File: src/rtl/adv_pkg.sv
// Shared types and constants for the adventure-game room sequencer.
// Rooms are one-hot; bit order [6:0] = GRAVE, VICTORY, DEN, STASH, RIVER, TUNNEL, CAVE.
package adv_pkg;

    localparam int unsigned ROOM_COUNT = 7;

    localparam int unsigned N = 0;
    localparam int unsigned S = 1;
    localparam int unsigned E = 2;
    localparam int unsigned W = 3;

    typedef enum logic [ROOM_COUNT-1:0] {
        CAVE    = 7'b0000001,
        TUNNEL  = 7'b0000010,
        RIVER   = 7'b0000100,
        STASH   = 7'b0001000,
        DEN     = 7'b0010000,
        VICTORY = 7'b0100000,
        GRAVE   = 7'b1000000
    } room_t;

endpackage

File: src/rtl/dir_edge.sv
// Rising-edge detector for the four direction buttons.
// Flags a valid move only when exactly one new press appears in a cycle.
module dir_edge
    import adv_pkg::*;
(
    input  logic       clk,
    input  logic       reset,
    input  logic [3:0] btn,
    output logic [3:0] press,
    output logic       valid
);

    logic [3:0] prev;

    // prev follows the buttons during reset too, so a button held through reset never fires
    always_ff @(posedge clk) begin
        prev <= btn;
    end

    always_comb begin
        press = reset ? '0 : (btn & ~prev);
        valid = $onehot(press);
    end

endmodule

File: src/rtl/room_ctrl.sv
// Room-sequencing controller: tracks the player's room from button presses,
// requests the sword pickup, resolves the dragon and counts accepted moves.
module room_ctrl
    import adv_pkg::*;
#(
    parameter int unsigned MOVE_W = 8
) (
    input  logic                  clk,
    input  logic                  reset,
    input  logic                  n,
    input  logic                  s,
    input  logic                  e,
    input  logic                  w,
    input  logic                  has_sword,
    output logic                  sw,
    output logic [ROOM_COUNT-1:0] room,
    output logic                  win,
    output logic                  dead,
    output logic [MOVE_W-1:0]     move_cnt
);

    logic [3:0] btn;
    logic [3:0] press;
    logic       valid;
    room_t      state;

    assign btn = {w, e, s, n};

    dir_edge u_dir_edge (
        .clk   (clk),
        .reset (reset),
        .btn   (btn),
        .press (press),
        .valid (valid)
    );

    function automatic logic [MOVE_W-1:0] sat_inc(input logic [MOVE_W-1:0] v);
        return (v == '1) ? v : v + MOVE_W'(1);
    endfunction

    always_ff @(posedge clk) begin
        if (reset) begin
            state    <= CAVE;
            move_cnt <= '0;
        end else begin
            case (state)
                CAVE: begin
                    if (valid && press[E]) begin
                        state    <= TUNNEL;
                        move_cnt <= sat_inc(move_cnt);
                    end
                end
                TUNNEL: begin
                    if (valid && press[W]) begin
                        state    <= CAVE;
                        move_cnt <= sat_inc(move_cnt);
                    end else if (valid && press[S]) begin
                        state    <= RIVER;
                        move_cnt <= sat_inc(move_cnt);
                    end
                end
                RIVER: begin
                    if (valid && press[N]) begin
                        state    <= TUNNEL;
                        move_cnt <= sat_inc(move_cnt);
                    end else if (valid && press[W]) begin
                        state    <= STASH;
                        move_cnt <= sat_inc(move_cnt);
                    end else if (valid && press[E]) begin
                        state    <= DEN;
                        move_cnt <= sat_inc(move_cnt);
                    end
                end
                STASH: begin
                    if (valid && press[E]) begin
                        state    <= RIVER;
                        move_cnt <= sat_inc(move_cnt);
                    end
                end
                // The dragon is resolved on the single DEN cycle; this exit is not a counted move
                DEN:     state <= has_sword ? VICTORY : GRAVE;
                VICTORY: state <= VICTORY;
                GRAVE:   state <= GRAVE;
                default: state <= CAVE;
            endcase
        end
    end

    always_comb begin
        room = state;
        sw   = (state == STASH);
        win  = (state == VICTORY);
        dead = (state == GRAVE);
    end

endmodule

File: config.mk
export PLATFORM = sky130hd
export DESIGN_NAME = room_ctrl
export DESIGN_NICKNAME = d
export VERILOG_FILES = /design/src/rtl/adv_pkg.sv /design/src/rtl/dir_edge.sv /design/src/rtl/room_ctrl.sv
export SDC_FILE = /design/constraint.sdc
export NUM_CORES = 1
export LEC_CHECK = 0
export CORE_ASPECT_RATIO = 1.5
export CORE_UTILIZATION = 45
export CTS_BUF_LIST = sky130_fd_sc_hd__clkbuf_4 sky130_fd_sc_hd__clkbuf_8
export DETAILED_ROUTE_END_ITERATION = 10
export GPL_ROUTABILITY_DRIVEN = 0
export PLACE_DENSITY_LB_ADDON = 0.1
export SLEW_MARGIN = 0
export SYNTH_ARGS = -nofsm -noshare
export SYNTH_HDL_FRONTEND = slang
export SYNTH_SLANG_ARGS = --single-unit
export TNS_END_PERCENT = 10
File: constraint.sdc
create_clock -name clk -period 4.1 [get_ports clk]
set_clock_uncertainty 0.2 [all_clocks]
set_input_delay 0.82 -clock clk [delete_from_list [all_inputs] [get_ports clk]]
set_output_delay 0.82 -clock clk [all_outputs]
set_load 0.02 [all_outputs]
# Word level (Yosys, flattened, before mapping)
# Cells that the tools add are included.
word_totals:
  reg_bits: 19
  out_inout_bits: 18
  elab_cells: 47
classes:
  addsub: 4
  eq_ne: 13
  mux: 17
  n_bitwise: 2
  reduce_logical: 8
ops:
  columns: ["cell", "n"]
  rows:
  - ["$mux W7", 8]
  - ["$pmux W7 S7", 1]
  - ["$mux W8", 6]
  - ["$pmux W8 S3", 1]
  - ["$add A8 B1 Y8 const B", 1]
  - ["$eq A8 B8 Y1 const B", 1]
  - ["$eq A7 B1 Y1 const B", 1]
  - ["$eq A7 B2 Y1 const B", 1]
  - ["$eq A7 B3 Y1 const B", 1]
  - ["$eq A7 B4 Y1 const B", 1]
  - ["$eq A7 B5 Y1 const B", 1]
  - ["$eq A7 B6 Y1 const B", 1]
  - ["$eq A7 B7 Y1 const B", 1]
  - ["$add A1 B1 Y2", 2]
  - ["$and A4 B4 Y4", 1]
  - ["$logic_and A1 B1 Y1", 4]
  - ["$mux W4", 1]
  - ["$ne A4 B4 Y1 const B", 1]
  - ["$not A4 Y4", 1]
  - ["$reduce_and A4 Y1", 1]
  - ["$add A3 B3 Y3", 1]
  - ["$eq A3 B1 Y1 const B", 1]
  - ["$ne A3 B3 Y1 const B", 1]
  - ["$reduce_bool A3 Y1", 1]
  - ["other kinds (4)", 4]

# Depth between registers and ports, before layout
depth:
  ltp_word: 11
  mapped_depth: 14

# By module
# Synthesis repeated with hierarchy kept, for this count alone.
hier_totals:
  cells_unflattened: 121
  hier_area_um2: 1106.1
by_module_without_submodules:
  columns: ["mod", "instances", "cells_per_inst", "area_per_inst_um2", "seq_area_each_um2"]
  rows:
  - ["room_ctrl", 1, 108, 930.9, 300.3]
  - ["dir_edge", 1, 13, 175.2, 80.1]

# Least setup slack after synthesis
# Ideal clock, no wire load.
synth_path:
  kind: "input -> register"
  from: "in reset"
  to: "reg state[5] (netlist: room[5])"
  setup_time_ns: 0.100
  t_arrival_ns: 4.034
  required_ns: 3.800
  path_slack_ns: -0.234
  path_stages: 14
  path_buffers: 2
  cell_sequence: "buf_2 > inv_1 > nand3b_1 > inv_1 > ha_1 > ha_1 > fa_1 > or3b_1 > buf_6 > a211oi_4 > o211ai_1 > a221oi_4 > nand2_2 > a2111oi_4"
synth_between:
  elab_chain_len: 8
  word_cells_on_any_way: 18
synth_rtl:
  columns: ["element", "line", "rtl"]
  rows:
  - ["start: declaration", "room_ctrl.sv:9", "input logic reset,"]
  - ["$mux W4", "dir_edge.sv:21", "press = reset ? '0 : (btn & ~prev);"]
  - ["$add A1 B1 Y2 (implied by the code)", "dir_edge.sv:22", "valid = $onehot(press);"]
  - ["$add A3 B3 Y3 (implied by the code)", "dir_edge.sv:22", null]
  - ["$eq A3 B1 Y1", "dir_edge.sv:22", null]
  - ["$logic_and A1 B1 Y1", "room_ctrl.sv:54, room_ctrl.sv:66", null]
  - ["$mux W7", "room_ctrl.sv:66", "end else if (valid && press[W]) begin"]
  - ["$mux W7", "room_ctrl.sv:63", "if (valid && press[N]) begin"]
  - ["$pmux W7 S7", "room_ctrl.sv:46", "case (state)"]
  - ["end signal: assignment", "room_ctrl.sv:81", "DEN: state <= has_sword ? VICTORY : GRAVE;"]
  - ["end: declaration", "room_ctrl.sv:25", "room_t state;"]
# Several ways; a longest one is shown, not always the timed one.
# A chain may end at the register's enable or synchronous reset.

# Worst setup path after layout
layout_path:
  from: "in reset"
  to: "reg move_cnt[3]"
layout_between:
  elab_chain_len: 9
  word_cells_on_any_way: 16
layout_rtl:
  columns: ["element", "line", "rtl"]
  rows:
  - ["$mux W4", "dir_edge.sv:21", null]
  - ["$add A1 B1 Y2 (implied by the code)", "dir_edge.sv:22", null]
  - ["$add A3 B3 Y3 (implied by the code)", "dir_edge.sv:22", null]
  - ["$eq A3 B1 Y1", "dir_edge.sv:22", null]
  - ["$logic_and A1 B1 Y1", "room_ctrl.sv:48, room_ctrl.sv:69, room_ctrl.sv:75", null]
  - ["$mux W8", null, null]
  - ["$mux W8", "room_ctrl.sv:66", null]
  - ["$mux W8", "room_ctrl.sv:63", null]
  - ["$pmux W8 S3", "room_ctrl.sv:46", null]
  - ["end signal: assignment", "room_ctrl.sv:50", "move_cnt <= sat_inc(move_cnt);"]
  - ["end signal: assignment", "room_ctrl.sv:65", "move_cnt <= sat_inc(move_cnt);"]
  - ["end signal: assignment", "room_ctrl.sv:68", "move_cnt <= sat_inc(move_cnt);"]
  - ["end: declaration", "room_ctrl.sv:19", "output logic [MOVE_W-1:0] move_cnt"]
# Several ways; a longest one is shown, not always the timed one.

==> reports/summary.txt <==
Crit path depth -> 15
outcome -> finished clean
Hold Vio Cnt, Final -> 0
Reg2Reg Setup Slack -> 0.63 ns
DP Worst Slack -> -0.5611 ns
Final WS setup -> 0.1774 ns
Worst Setup Path Type -> primary input to register
CTS tree -> yes
final setup vio count -> 0
first-pass GRT wire length -> 5030 µm
Antenna Nets Post-Route -> 0
H-tree depth -> 1
I/O pins -> 25
# diodes -> 0
initial antenna violation count -> 0
die area -> 2922 µm²
commonest cells after routing, fill and taps aside -> buf_4, clkdlybuf4s50_1, dfxtp_1
Mapped Nets -> 144
YS warnings -> 0
EDFF count, synth -> 0
Power Dens Cells -> 433.2 nW/µm²
setup_tns -> 0 ns
CP top delay family -> simple AND/OR/NAND/NOR gates
Routed WL -> 2969 µm
Multi-input gate area -> 828.3 µm²
non-filler cells in the finished layout -> 212
async set-reset flop share out of synthesis -> 0%
worst-margin pin slew -> 0.5575 ns
total number of vias -> 1,179
post-route cell area -> 1735 µm²
Min Clock Period, post-route -> 3.923 ns
crit path buf inv count -> 5
dpl cells -> 203
average routed wire per standard cell -> 14.00 µm
Max-cap violations -> 0
reg2reg path depth -> 12
drt drc -> 0
nets@finish -> 189
drt first pass iters -> 4
slowest stage cell, crit path -> or4_4
commonest non-fill, non-tap cell in the layout -> buf_4
vias in the first global route -> 1,134
GR Overflow Total -> 0
die span in x -> 44.47 µm
clock root buffer -> clkbuf_4
Post-DP Area -> 1608 µm²
flops & latches, synth -> 19
critical path endpoint category -> register
Crit Path Max Fanout -> 4
CTS max path bufs -> 2
slowest stage delay, CP -> 0.53 ns
layout cells sized above 1 -> 27.84%
Die Height -> 65.70 µm
clock slew at reported path FFs -> 0.11 ns
TritonCTS Buffers -> 3
sequential area share after synthesis -> 31.24%
core area -> 2505 µm²
unrepaired setup endpoints after global routing -> false
Mapped Cells -> 132
clk sinks -> 19
Max Slew Vio Count -> 0
GRT Total Usage -> 22.49%
Storage cell area -> 380.4 µm²
row count -> 22
Critical Path RT -> 4.13 ns
Worst-Skew Late Latency -> 0.29 ns
largest net degree at the start of global routing -> 11
Final Util -> 69.28%
number of port buffers -> 24
Cell variety after synth -> 49
Worst Setup EP -> move_cnt[3]$_SDFFE_PP0P_
r2r endpoint -> move_cnt[3]$_SDFFE_PP0P_
Filler Cell Count -> 210
DRT iter0 DRCs -> 23
Hold Crit Class -> register to register
Initial Util -> 48.60%
slew margin rel. -> 62.55%
final cycle utilization of the critical path -> 95.67%
area grow syn2layout -> 42.55%
fmax -> 0.2549 GHz
ys flop type -> dfxtp_1
Via density -> 5.561
Arr. time, crit path -> 3.96 ns
FF-to-FF Start -> u_dir_edge.prev[0]$_DFF_P_
CP startpoint kind -> primary input
hold path depth -> 1
Synth Cell Area -> 1217 µm²
worst path cell trace -> clkbuf_2 > buf_6 > inv_8 > nand3b_1 > inv_1 > ha_1 > ha_2 > fa_1 > or3b_4 > a211oi_4 > buf_4 > o21a_4 > o21ai_4 > or4_4 > a21oi_2
worst vdd ir -> 0.0003120 V
Setup crit start -> reset
synthesized area per cell -> 9.223 µm²
static leakage -> 0.6819 nW
final HPWL from detailed placement -> 2216 µm
-- cell usage after synthesis, drive strengths merged, types with 2 or more instances --
cell | count | area, µm²
mux2i | 2 | 20.02
or4 | 2 | 18.77
buf | 3 | 21.27
nor4b | 3 | 41.29
nand2 | 6 | 25.03
o211ai | 3 | 22.52
o21ai | 7 | 53.81
o31ai | 3 | 22.52
nand2b | 3 | 18.77
o311ai | 4 | 52.56
clkbuf | 3 | 11.26
nor4 | 2 | 12.51
dfxtp | 19 | 380.4
nand4 | 2 | 12.51
nor3 | 6 | 30.03
a21oi | 5 | 25.02
nor3b | 3 | 22.52
o21a | 2 | 22.52
nor2 | 12 | 45.04
ha | 4 | 50.05
a211oi | 3 | 35.03
or3 | 2 | 12.51
nand3 | 5 | 25.02
and3 | 3 | 18.77
nand3b | 4 | 30.03
inv | 8 | 30.03
-- worst reg2reg max path, cell delays in order (launching register included) --
cell      delay [ns]
dfxtp_1         0.32
nand2b_1        0.15
nor2_1          0.11
ha_1            0.24
ha_2            0.19
fa_1            0.46
or3b_4          0.44
a211oi_4        0.28
buf_4           0.16
o21a_4          0.13
o21ai_4         0.07
or4_4           0.53
a21oi_2         0.14
-- how the worst min path moves through the flow --
stage	from	endpoint	slack (ns)
3_5_place_dp	move_cnt[4]$_SDFFE_PP0P_	move_cnt[4]$_SDFFE_PP0P_	0.29
6_report	move_cnt[4]$_SDFFE_PP0P_	move_cnt[4]$_SDFFE_PP0P_	0.32
4_1_cts	move_cnt[4]$_SDFFE_PP0P_	move_cnt[4]$_SDFFE_PP0P_	0.32
3_3_place_gp	move_cnt[4]$_SDFFE_PP0P_	move_cnt[4]$_SDFFE_PP0P_	0.29
5_1_grt	move_cnt[4]$_SDFFE_PP0P_	move_cnt[4]$_SDFFE_PP0P_	0.34
2_1_floorplan	move_cnt[3]$_SDFFE_PP0P_	move_cnt[3]$_SDFFE_PP0P_	0.37
-- metrics by stage --
step                hold slack, ns  total power [mW]
floorplan                   0.3701            0.4897
global placement            0.2856            0.6117
detailed placement          0.2887            0.6188
CTS                         0.3172            0.7250
global route                0.3402            0.7984
finish                      0.3179            0.7517
-- power breakdown --
group / internal (mW) / switching [mW] / leakage (nW)
clock: 0.0444 / 0.0596 / 0.0184
sequential: 0.203 / 0.0303 / 0.155
combinational: 0.207 / 0.208 / 0.508
-- kinds of logic (layout without fill, tap and decap cells) --
logic type	after synthesis	count (layout)	synth area share, %
simple gates	55	55	26.93
compound gates	35	35	27.85
flops	19	19	31.24
buf+inv	14	58	5.139
fa+ha+maj	5	5	5.756
xor+xnor	2	2	1.439
mux	2	2	1.644
-- flip-flops by register name, indices dropped and copies added, names as in the netlist --
| register | cells |
|---|---|
| room | 7 |
| move_cnt | 8 |
| u_dir_edge.prev | 4 |
-- layout make-up --
cell class,count,share of cell area (%)
clock buffers,4,1.730
flip-flops and latches,19,21.92
repair buffers,46,23.86
well taps,36,2.596
multi-input cells,99,47.73
inverters,8,2.163
-- per-layer routing --
metal  part of all wire (%)  global-route usage [%]
met1                     40                   24.66
met2                     56                   43.01
met3                    2.4                   2.198
met4                   0.81                   7.197
met5                      0                       0
-- what timing repair did --
action                                  CTS  global route
hold buffers                              0             0
endpoints found under the setup margin   11             8
gates cloned                              0             0
setup buffers                             0             5
pin swaps                                 6            17
resized for setup                         6            12
No activity file was read; power rests on OpenSTA's default activity.
